`src/rtl/csr_pkg.sv`:
```
// ---------------------------------------------------------------------------
// csr_pkg
// Shared definitions for the CSR trap/return sequencer:
//   - privilege encodings (PRIV_U/S/M)
//   - redirect_sel encodings (mtvec/stvec/mepc/sepc)
//   - interrupt codes and their fixed priority list (highest first)
//   - sequencer state enum and the latched request record
// ---------------------------------------------------------------------------
package csr_pkg;

    localparam logic [1:0] PRIV_U = 2'd0;
    localparam logic [1:0] PRIV_S = 2'd1;
    localparam logic [1:0] PRIV_M = 2'd3;

    localparam logic [1:0] SEL_MTVEC = 2'd0;
    localparam logic [1:0] SEL_STVEC = 2'd1;
    localparam logic [1:0] SEL_MEPC  = 2'd2;
    localparam logic [1:0] SEL_SEPC  = 2'd3;

    localparam logic [3:0] IRQ_SSI = 4'd1;
    localparam logic [3:0] IRQ_MSI = 4'd3;
    localparam logic [3:0] IRQ_STI = 4'd5;
    localparam logic [3:0] IRQ_MTI = 4'd7;
    localparam logic [3:0] IRQ_SEI = 4'd9;
    localparam logic [3:0] IRQ_MEI = 4'd11;

    // Interrupt arbitration order, highest priority first. Codes not listed
    // here are never taken.
    localparam int IRQ_NUM = 6;
    localparam logic [3:0] IRQ_PRIO [IRQ_NUM] =
        '{IRQ_MEI, IRQ_MSI, IRQ_MTI, IRQ_SEI, IRQ_SSI, IRQ_STI};

    typedef enum logic [1:0] {
        ST_IDLE,
        ST_DRAIN,
        ST_COMMIT,
        ST_REDIRECT
    } state_e;

    typedef enum logic [1:0] {
        REQ_EXC,
        REQ_IRQ,
        REQ_MRET,
        REQ_SRET
    } req_kind_e;

    // Request captured in IDLE and replayed at COMMIT/REDIRECT.
    typedef struct packed {
        req_kind_e  kind;
        logic       target_s;   // trap goes to S-mode (meaningless for returns)
        logic [4:0] code;       // exception or interrupt code
    } req_t;

endpackage

```
`src/rtl/irq_select.sv`:
```
// ---------------------------------------------------------------------------
// irq_select
// Combinational interrupt resolver: walks the fixed priority list and picks
// the highest-priority pending interrupt that is enabled for its delegated
// target privilege.
//
// Ports:
//   irq_pend     in  16  pending & enabled interrupts (bit n = code n)
//   mideleg      in  16  interrupt delegation to S-mode
//   mstatus_mie  in  1   global M interrupt enable
//   mstatus_sie  in  1   global S interrupt enable
//   priv         in  2   current privilege
//   valid        out 1   an interrupt is selected
//   code         out 4   selected interrupt code
//   target_s     out 1   selected interrupt traps to S-mode
// ---------------------------------------------------------------------------
module irq_select
    import csr_pkg::*;
(
    input  logic [15:0] irq_pend,
    input  logic [15:0] mideleg,
    input  logic        mstatus_mie,
    input  logic        mstatus_sie,
    input  logic [1:0]  priv,
    output logic        valid,
    output logic [3:0]  code,
    output logic        target_s
);

    logic m_en;
    logic s_en;

    // M-targeted interrupts are always taken below M; in M only with MIE.
    assign m_en = (priv != PRIV_M) || mstatus_mie;
    // S-targeted interrupts are never taken from M-mode.
    assign s_en = (priv == PRIV_U) || ((priv == PRIV_S) && mstatus_sie);

    always_comb begin
        // NOTE: every output gets a default before any conditional assignment;
        // a path that leaves one unassigned would infer a latch.
        valid    = 1'b0;
        code     = 4'd0;
        target_s = 1'b0;
        for (int i = 0; i < IRQ_NUM; i++) begin
            if (!valid && irq_pend[IRQ_PRIO[i]]) begin
                if (mideleg[IRQ_PRIO[i]] ? s_en : m_en) begin
                    valid    = 1'b1;
                    code     = IRQ_PRIO[i];
                    target_s = mideleg[IRQ_PRIO[i]];
                end
            end
        end
    end

endmodule

```
`src/rtl/trap_seq.sv`:
```
// ---------------------------------------------------------------------------
// trap_seq
// Trap/return sequencer for the CSR unit. Captures one exception, interrupt,
// mret or sret in IDLE, stalls and drains the pipeline, emits a one-cycle
// commit strobe for the epc/cause/privilege registers, then holds a PC
// redirect request until the PC unit acknowledges it.
//
// Optional feature: define TRAP_SEQ_TVAL_EN to add tval_in/trap_tval, which
// carry the faulting value of an exception through to the commit cycle.
//
// Ports:
//   clk, rst        clock, synchronous active-high reset
//   exc_valid/code  exception from the retiring instruction
//   mret_req        mret retiring
//   sret_req        sret retiring
//   irq_pend        pending & enabled interrupts
//   mideleg/medeleg interrupt / exception delegation
//   mstatus_mie/sie global interrupt enables
//   priv            current privilege
//   pipe_idle       nothing in flight past decode
//   redirect_ack    PC unit accepted the redirect
//   stall           hold fetch/decode (DRAIN, COMMIT, REDIRECT)
//   flush           one-cycle pipeline flush (COMMIT)
//   trap_target_m/s one-cycle commit strobe for an M / S trap
//   next_pc         epc takes the following instruction (interrupts)
//   trap_cause      {interrupt, zeros, code}, valid with the strobe
//   new_priv        privilege after trap/return, valid at commit
//   ret_commit      one-cycle; bit0 = mret, bit1 = sret
//   redirect_valid  PC redirect request
//   redirect_sel    0 mtvec, 1 stvec, 2 mepc, 3 sepc
//   drain_timeout   sticky: drain gave up waiting for pipe_idle
//   tval_in         (TRAP_SEQ_TVAL_EN) exception value
//   trap_tval       (TRAP_SEQ_TVAL_EN) exception value at commit, else 0
// ---------------------------------------------------------------------------
module trap_seq
    import csr_pkg::*;
#(
    parameter int XLEN      = 64,
    parameter int DRAIN_MAX = 15
) (
    input  logic            clk,
    input  logic            rst,
    input  logic            exc_valid,
    input  logic [4:0]      exc_code,
    input  logic            mret_req,
    input  logic            sret_req,
    input  logic [15:0]     irq_pend,
    input  logic [15:0]     mideleg,
    input  logic [15:0]     medeleg,
    input  logic            mstatus_mie,
    input  logic            mstatus_sie,
    input  logic [1:0]      priv,
    input  logic            pipe_idle,
    input  logic            redirect_ack,
    output logic            stall,
    output logic            flush,
    output logic            trap_target_m,
    output logic            trap_target_s,
    output logic            next_pc,
    output logic [XLEN-1:0] trap_cause,
    output logic [1:0]      new_priv,
    output logic [1:0]      ret_commit,
    output logic            redirect_valid,
    output logic [1:0]      redirect_sel,
`ifdef TRAP_SEQ_TVAL_EN
    input  logic [XLEN-1:0] tval_in,
    output logic [XLEN-1:0] trap_tval,
`endif
    output logic            drain_timeout
);

    localparam int CNT_W = (DRAIN_MAX < 1) ? 1 : $clog2(DRAIN_MAX + 1);
    localparam logic [CNT_W-1:0] CNT_MAX = CNT_W'(DRAIN_MAX);

    state_e          state, state_nxt;
    req_t            req_q, req_nxt;
    logic            take;
    logic [CNT_W-1:0] cnt;
    logic            drain_expired;

    logic            irq_valid;
    logic [3:0]      irq_code;
    logic            irq_target_s;
    logic            exc_deleg;

    irq_select u_irq_select (
        .irq_pend    (irq_pend),
        .mideleg     (mideleg),
        .mstatus_mie (mstatus_mie),
        .mstatus_sie (mstatus_sie),
        .priv        (priv),
        .valid       (irq_valid),
        .code        (irq_code),
        .target_s    (irq_target_s)
    );

    // medeleg only covers codes 0..15; higher codes always trap to M.
    assign exc_deleg = !exc_code[4] && medeleg[exc_code[3:0]];

    always_ff @(posedge clk) begin
        // NOTE: state registers use non-blocking assignment so every flop
        // samples pre-edge values regardless of statement order.
        if (rst) begin
            state         <= ST_IDLE;
            req_q         <= '0;
            cnt           <= '0;
            drain_timeout <= 1'b0;
        end else begin
            state <= state_nxt;
            if (take) begin
                req_q <= req_nxt;
                cnt   <= '0;
            end else if (state == ST_DRAIN && cnt != CNT_MAX) begin
                cnt <= cnt + 1'b1;
            end
            if (drain_expired) begin
                drain_timeout <= 1'b1;
            end
        end
    end

    always_comb begin
        state_nxt      = state;
        take           = 1'b0;
        req_nxt        = req_q;
        drain_expired  = 1'b0;
        stall          = (state != ST_IDLE);
        flush          = 1'b0;
        trap_target_m  = 1'b0;
        trap_target_s  = 1'b0;
        next_pc        = 1'b0;
        trap_cause     = '0;
        new_priv       = PRIV_M;
        ret_commit     = 2'b00;
        redirect_valid = 1'b0;
        redirect_sel   = SEL_MTVEC;

        case (state)
            ST_IDLE: begin
                if (exc_valid) begin
                    take    = 1'b1;
                    req_nxt = '{kind: REQ_EXC, target_s: exc_deleg && (priv != PRIV_M),
                                code: exc_code};
                end else if (mret_req) begin
                    take    = 1'b1;
                    req_nxt = '{kind: REQ_MRET, target_s: 1'b0, code: 5'd0};
                end else if (sret_req) begin
                    take    = 1'b1;
                    req_nxt = '{kind: REQ_SRET, target_s: 1'b0, code: 5'd0};
                end else if (irq_valid) begin
                    take    = 1'b1;
                    req_nxt = '{kind: REQ_IRQ, target_s: irq_target_s,
                                code: {1'b0, irq_code}};
                end
                if (take) begin
                    state_nxt = ST_DRAIN;
                end
            end

            ST_DRAIN: begin
                // Timeout is flagged only when the counter, not pipe_idle,
                // is what ends the drain.
                drain_expired = (cnt == CNT_MAX) && !pipe_idle;
                if (pipe_idle || cnt == CNT_MAX) begin
                    state_nxt = ST_COMMIT;
                end
            end

            ST_COMMIT: begin
                flush = 1'b1;
                case (req_q.kind)
                    REQ_EXC, REQ_IRQ: begin
                        trap_target_m             = !req_q.target_s;
                        trap_target_s             = req_q.target_s;
                        next_pc                   = (req_q.kind == REQ_IRQ);
                        trap_cause[XLEN-1]        = (req_q.kind == REQ_IRQ);
                        trap_cause[4:0]           = req_q.code;
                        new_priv                  = req_q.target_s ? PRIV_S : PRIV_M;
                    end
                    REQ_MRET: begin
                        ret_commit = 2'b01;
                        new_priv   = PRIV_U;
                    end
                    default: begin
                        ret_commit = 2'b10;
                        new_priv   = PRIV_U;
                    end
                endcase
                state_nxt = ST_REDIRECT;
            end

            ST_REDIRECT: begin
                redirect_valid = 1'b1;
                case (req_q.kind)
                    REQ_MRET: redirect_sel = SEL_MEPC;
                    REQ_SRET: redirect_sel = SEL_SEPC;
                    default:  redirect_sel = req_q.target_s ? SEL_STVEC : SEL_MTVEC;
                endcase
                if (redirect_ack) begin
                    state_nxt = ST_IDLE;
                end
            end

            default: state_nxt = ST_IDLE;
        endcase
    end

`ifdef TRAP_SEQ_TVAL_EN
    logic [XLEN-1:0] tval_q;

    always_ff @(posedge clk) begin
        if (rst) begin
            tval_q <= '0;
        end else if (state == ST_IDLE && exc_valid) begin
            tval_q <= tval_in;
        end
    end

    assign trap_tval = (state == ST_COMMIT && req_q.kind == REQ_EXC) ? tval_q : '0;
`endif

endmodule
```
`config.mk`:
```
export PLATFORM = sky130hd
export DESIGN_NAME = trap_seq
export DESIGN_NICKNAME = d
export VERILOG_FILES = /design/src/rtl/csr_pkg.sv /design/src/rtl/irq_select.sv /design/src/rtl/trap_seq.sv
export SDC_FILE = /design/constraint.sdc
export NUM_CORES = 1
export LEC_CHECK = 0
export CAP_MARGIN = 40
export CORE_ASPECT_RATIO = 0.5
export CORE_MARGIN = 8
export CORE_UTILIZATION = 33
export CTS_CLUSTER_DIAMETER = 80
export DETAILED_ROUTE_END_ITERATION = 12
export PLACE_DENSITY = 0.92
export RECOVER_POWER = 25
export SETUP_SLACK_MARGIN = 0.5
export SLEW_MARGIN = 40
export SYNTH_ARGS = -nofsm -noshare
export SYNTH_HDL_FRONTEND = slang
export SYNTH_HIERARCHICAL = 1
export SYNTH_SLANG_ARGS = --single-unit
```
`constraint.sdc`:
```
create_clock -name clk -period 2.4 [get_ports clk]
set_input_delay 0.36 -clock clk [delete_from_list [all_inputs] [get_ports clk]]
set_output_delay 0.36 -clock clk [all_outputs]
set_load 0.05 [all_outputs]
```
==> results of run 1 <==
[cell families (layout without fill, tap and decap cells)]
group | after synthesis | after routing | share of synthesized area [%]
xor+xnor | 1 | 1 | 0.5167
buf+inv | 70 | 96 | 30.33
simple gates | 63 | 63 | 20.66
fa+ha+maj | 6 | 6 | 4.428
compound gates | 48 | 48 | 19.78
mux | 8 | 8 | 6.347
flops | 15 | 15 | 17.71
other cells | 1 | 59 | 0.2212
[power breakdown]
group          switching (W)  internal [W]  total, W
clock network      0.0000906      0.000118  0.000208
registers          0.0000778      0.000316  0.000393
logic               0.000816      0.000473   0.00129
[state kept, by name, indices dropped and copies added, names as in the netlist]
signal,cells
req_q,8
cnt,4
state,2
drain_timeout,1
[worst max path at each step]
| stage | depth (start not counted) | slack [ns] | endpoint |
|---|---|---|---|
| floorplan | 9 | 0.43 | req_q[5]$_SDFFE_PP0P_ |
| global placement | 8 | -0.20 | cnt[2]$_SDFFE_PP0P_ |
| detailed placement | 8 | -0.21 | cnt[2]$_SDFFE_PP0P_ |
| CTS | 9 | 0.40 | cnt[2]$_SDFFE_PP0P_ |
| global route | 4 | 0.19 | stall |
| finish | 4 | 0.29 | stall |
[per-stage QoR]
stage / worst slack [ns] / TNS [ns]
floorplan: 0.4301 / 0
global placement: -0.2031 / -1.522
detailed placement: -0.2072 / -1.649
CTS: 0.3999 / 0
global route: 0.1866 / 0
finish: 0.2899 / 0
[cell type report]
type	instances	area share [%]
Clock buffer	4	1.744
Multi-Input combinational cell	184	49.08
Inverter	5	0.7267
Antenna cell	1	0.09690
Tap cell	70	3.391
Sequential cell	15	11.68
Timing Repair Buffer	87	33.28
[repair_timing]
action                                  CTS  global route
pin swaps                                14             8
endpoints found under the setup margin   30            24
gates resized for setup                  70            18
hold buffers                              0             0
setup buffers                            12             0
[worst max-delay path, stage by stage (launching register included)]
cell and delay, ns:
dfxtp_1 0.42, inv_1 0.12, ha_1 0.30, inv_1 0.14
clkbuf_1 0.53
[cell usage in the layout (no fill, tap or decap), drive strengths merged, types with 5 or more instances in the layout]
cell,n
inv,5
nor2b,7
and2,8
nand2,11
o21ai,14
a22oi,6
ha,6
clkbuf,8
dlygate4sd2,10
clkdlybuf4s50,32
buf,37
conb,58
nand3,10
a211oi,5
nor2,11
a21oi,9
dfxtp,15
[cells in the mapped netlist, types with 2 or more instances]
| library cell | number |
|---|---|
| a211oi_1 | 5 |
| a21oi_1 | 9 |
| a22oi_1 | 5 |
| a31oi_1 | 2 |
| and2_1 | 8 |
| buf_4 | 60 |
| buf_6 | 2 |
| dfxtp_1 | 15 |
| ha_1 | 6 |
| inv_1 | 5 |
| mux2_2 | 2 |
| mux2i_1 | 4 |
| mux4_2 | 2 |
| nand2_1 | 11 |
| nand3_1 | 9 |
| nor2_1 | 11 |
| nor2b_1 | 7 |
| nor3_1 | 3 |
| nor4_1 | 2 |
| o21ai_0 | 13 |
| or3_1 | 2 |
[layer usage]
layer | part of all wire (%) | global-route usage (%) | vias to the layer above
met5 | 0 | 0 | -
met4 | 1.7 | 4.000 | 0
met3 | 6.9 | 4.890 | 12
met2 | 55 | 26.57 | 68
met1 | 36 | 12.14 | 802
li1 | - | - | 802
==> results.yml, run 1 <==
outcome:
  status: "finished clean"
detailed_routing:
  route.detailed.drc: 0
  wl_per_cell_um: 15.00
  firstDrtPassIters: 4
  wirelength_mm: 5.491
  drtIter0Drc: 86
  vias_per_cell: 4.601
  ant_nets: 0
  dr_total_vias: 1684
power_and_ir_drop:
  p_total_w: 0.001891
  ir_worst_vdd_mv: 0.3045
  p_per_area_mw_per_mm2: 732.1
  p_leak_nw: 1.123
die:
  die_x_um: 117.4
  dieArea_mm2: 0.007826
  core-area_mm2: 0.004932
  rows: 18
  start_util_pct: 34.37
  die_y_um: 66.69
  io_pins: 141
logic_synthesis:
  ys_ff_latch: 15
  synth_flop_cell: "dfxtp_1"
  syn-cell-area_mm2: 0.001695
  synthTopCellsByArea: "buf_4 27%, dfxtp_1 18%, ha_1 4.4%, o21ai_0 3.8%, and2_1 3.0%"
  synthDistinctLibCells: 50
  yosysTopAreaCell: "buf_4"
  seq_area_frac_synth_pct: 17.71
  synth_edf_count: 0
  synth_warnings: 6
  synth_area_per_cell_um2: 7.997
  synthesis.instances: 212
  synth_top_area_share_pct: 26.57
  async_flop_share_pct: 0
clock_tree:
  cts.reportedPaths.clkPinSlew_ns: 0.06
  numCtsBuffers: 3
  cts_tree: "done"
  cts-root-buf: "clkbuf_8"
  numClockSinks: 15
  clock_latency_ns: 0.25
  clockBufferDepth: 2
  cts_max_level: 1
timing:
  min_period_over_period_pct: 87.92
  fin_crit_ns: 2.110
  rsz0062_at_grt: "true"
  fmax_mhz: 473.9
  worstMarginPinSlew_ns: 0.6626
  max_slew_margin_pct: 56.02
  slew_viol_final: 0
  timing.hold.ws_ns: 0.4759
  setup_violations: 0
  final_hold_viol_count: 0
  clock-skew-final_ns: 0.003781
worst_hold_path:
  hold-path-cell-count: 2
  whs_endpoint: "drain_timeout$_SDFFE_PP0P_"
  hold_class: "flip-flop to flip-flop"
  min_from: "drain_timeout$_SDFFE_PP0P_"
critical_path:
  reg2reg_depth: 6
  r2r-end: "req_q[2]$_SDFFE_PP0P_"
  crit_type: "flip-flop to primary output"
  required_ns: 2.04
  critPathArrivalTime_ns: 1.75
  setup.worst_path.start: "state[1]$_SDFFE_PP0P_"
  crit_fanout: 7
  reg2reg_slack_ns: 0.72
  crit_path_end_kind: "primary output"
  worst_setup_path_start_kind: "flip-flop"
  r2r_start: "state[1]$_SDFFE_PP0P_"
final_layout:
  final_cells: 366
  n_fill_cell: 412
  syn_to_final_growth_pct: 52.32
  postLayoutCoreUtil_pct: 52.36
  regArea_um2: 301.5
  drive_gt1_share_pct: 30.85
  multi_input_comb_area_mm2: 0.001267
  final_area_mm2: 0.002582
  nets: 366
global_routing:
  antenna_found_initial: 1
  gr-usage-all-layers_pct: 13.02
  grt_max_degree: 14
  overflow: 0
  grt_pass1_vias: 1742
  grt_first_pass_wirelength_mm: 8.514
run:
  maxCapViolations: 0
place:
  dp_hpwl_mm: 4.072
  place_area_mm2: 0.002335
  gp_congestion: 0.7780
  numPlacedInstances: 349
  io_buffer_count: 62
No activity file was read; power rests on OpenSTA's default activity.
==> run 2, diff against run 1 <==
--- a/config.mk
+++ b/config.mk
@@ -5,7 +5,6 @@
 export SDC_FILE = /design/constraint.sdc
 export NUM_CORES = 1
 export LEC_CHECK = 0
-export CAP_MARGIN = 40
 export CORE_ASPECT_RATIO = 0.5
 export CORE_MARGIN = 8
 export CORE_UTILIZATION = 33
==> results of run 2 <==
Same layout as run 1: the final DEF is identical, and so are final timing and power.
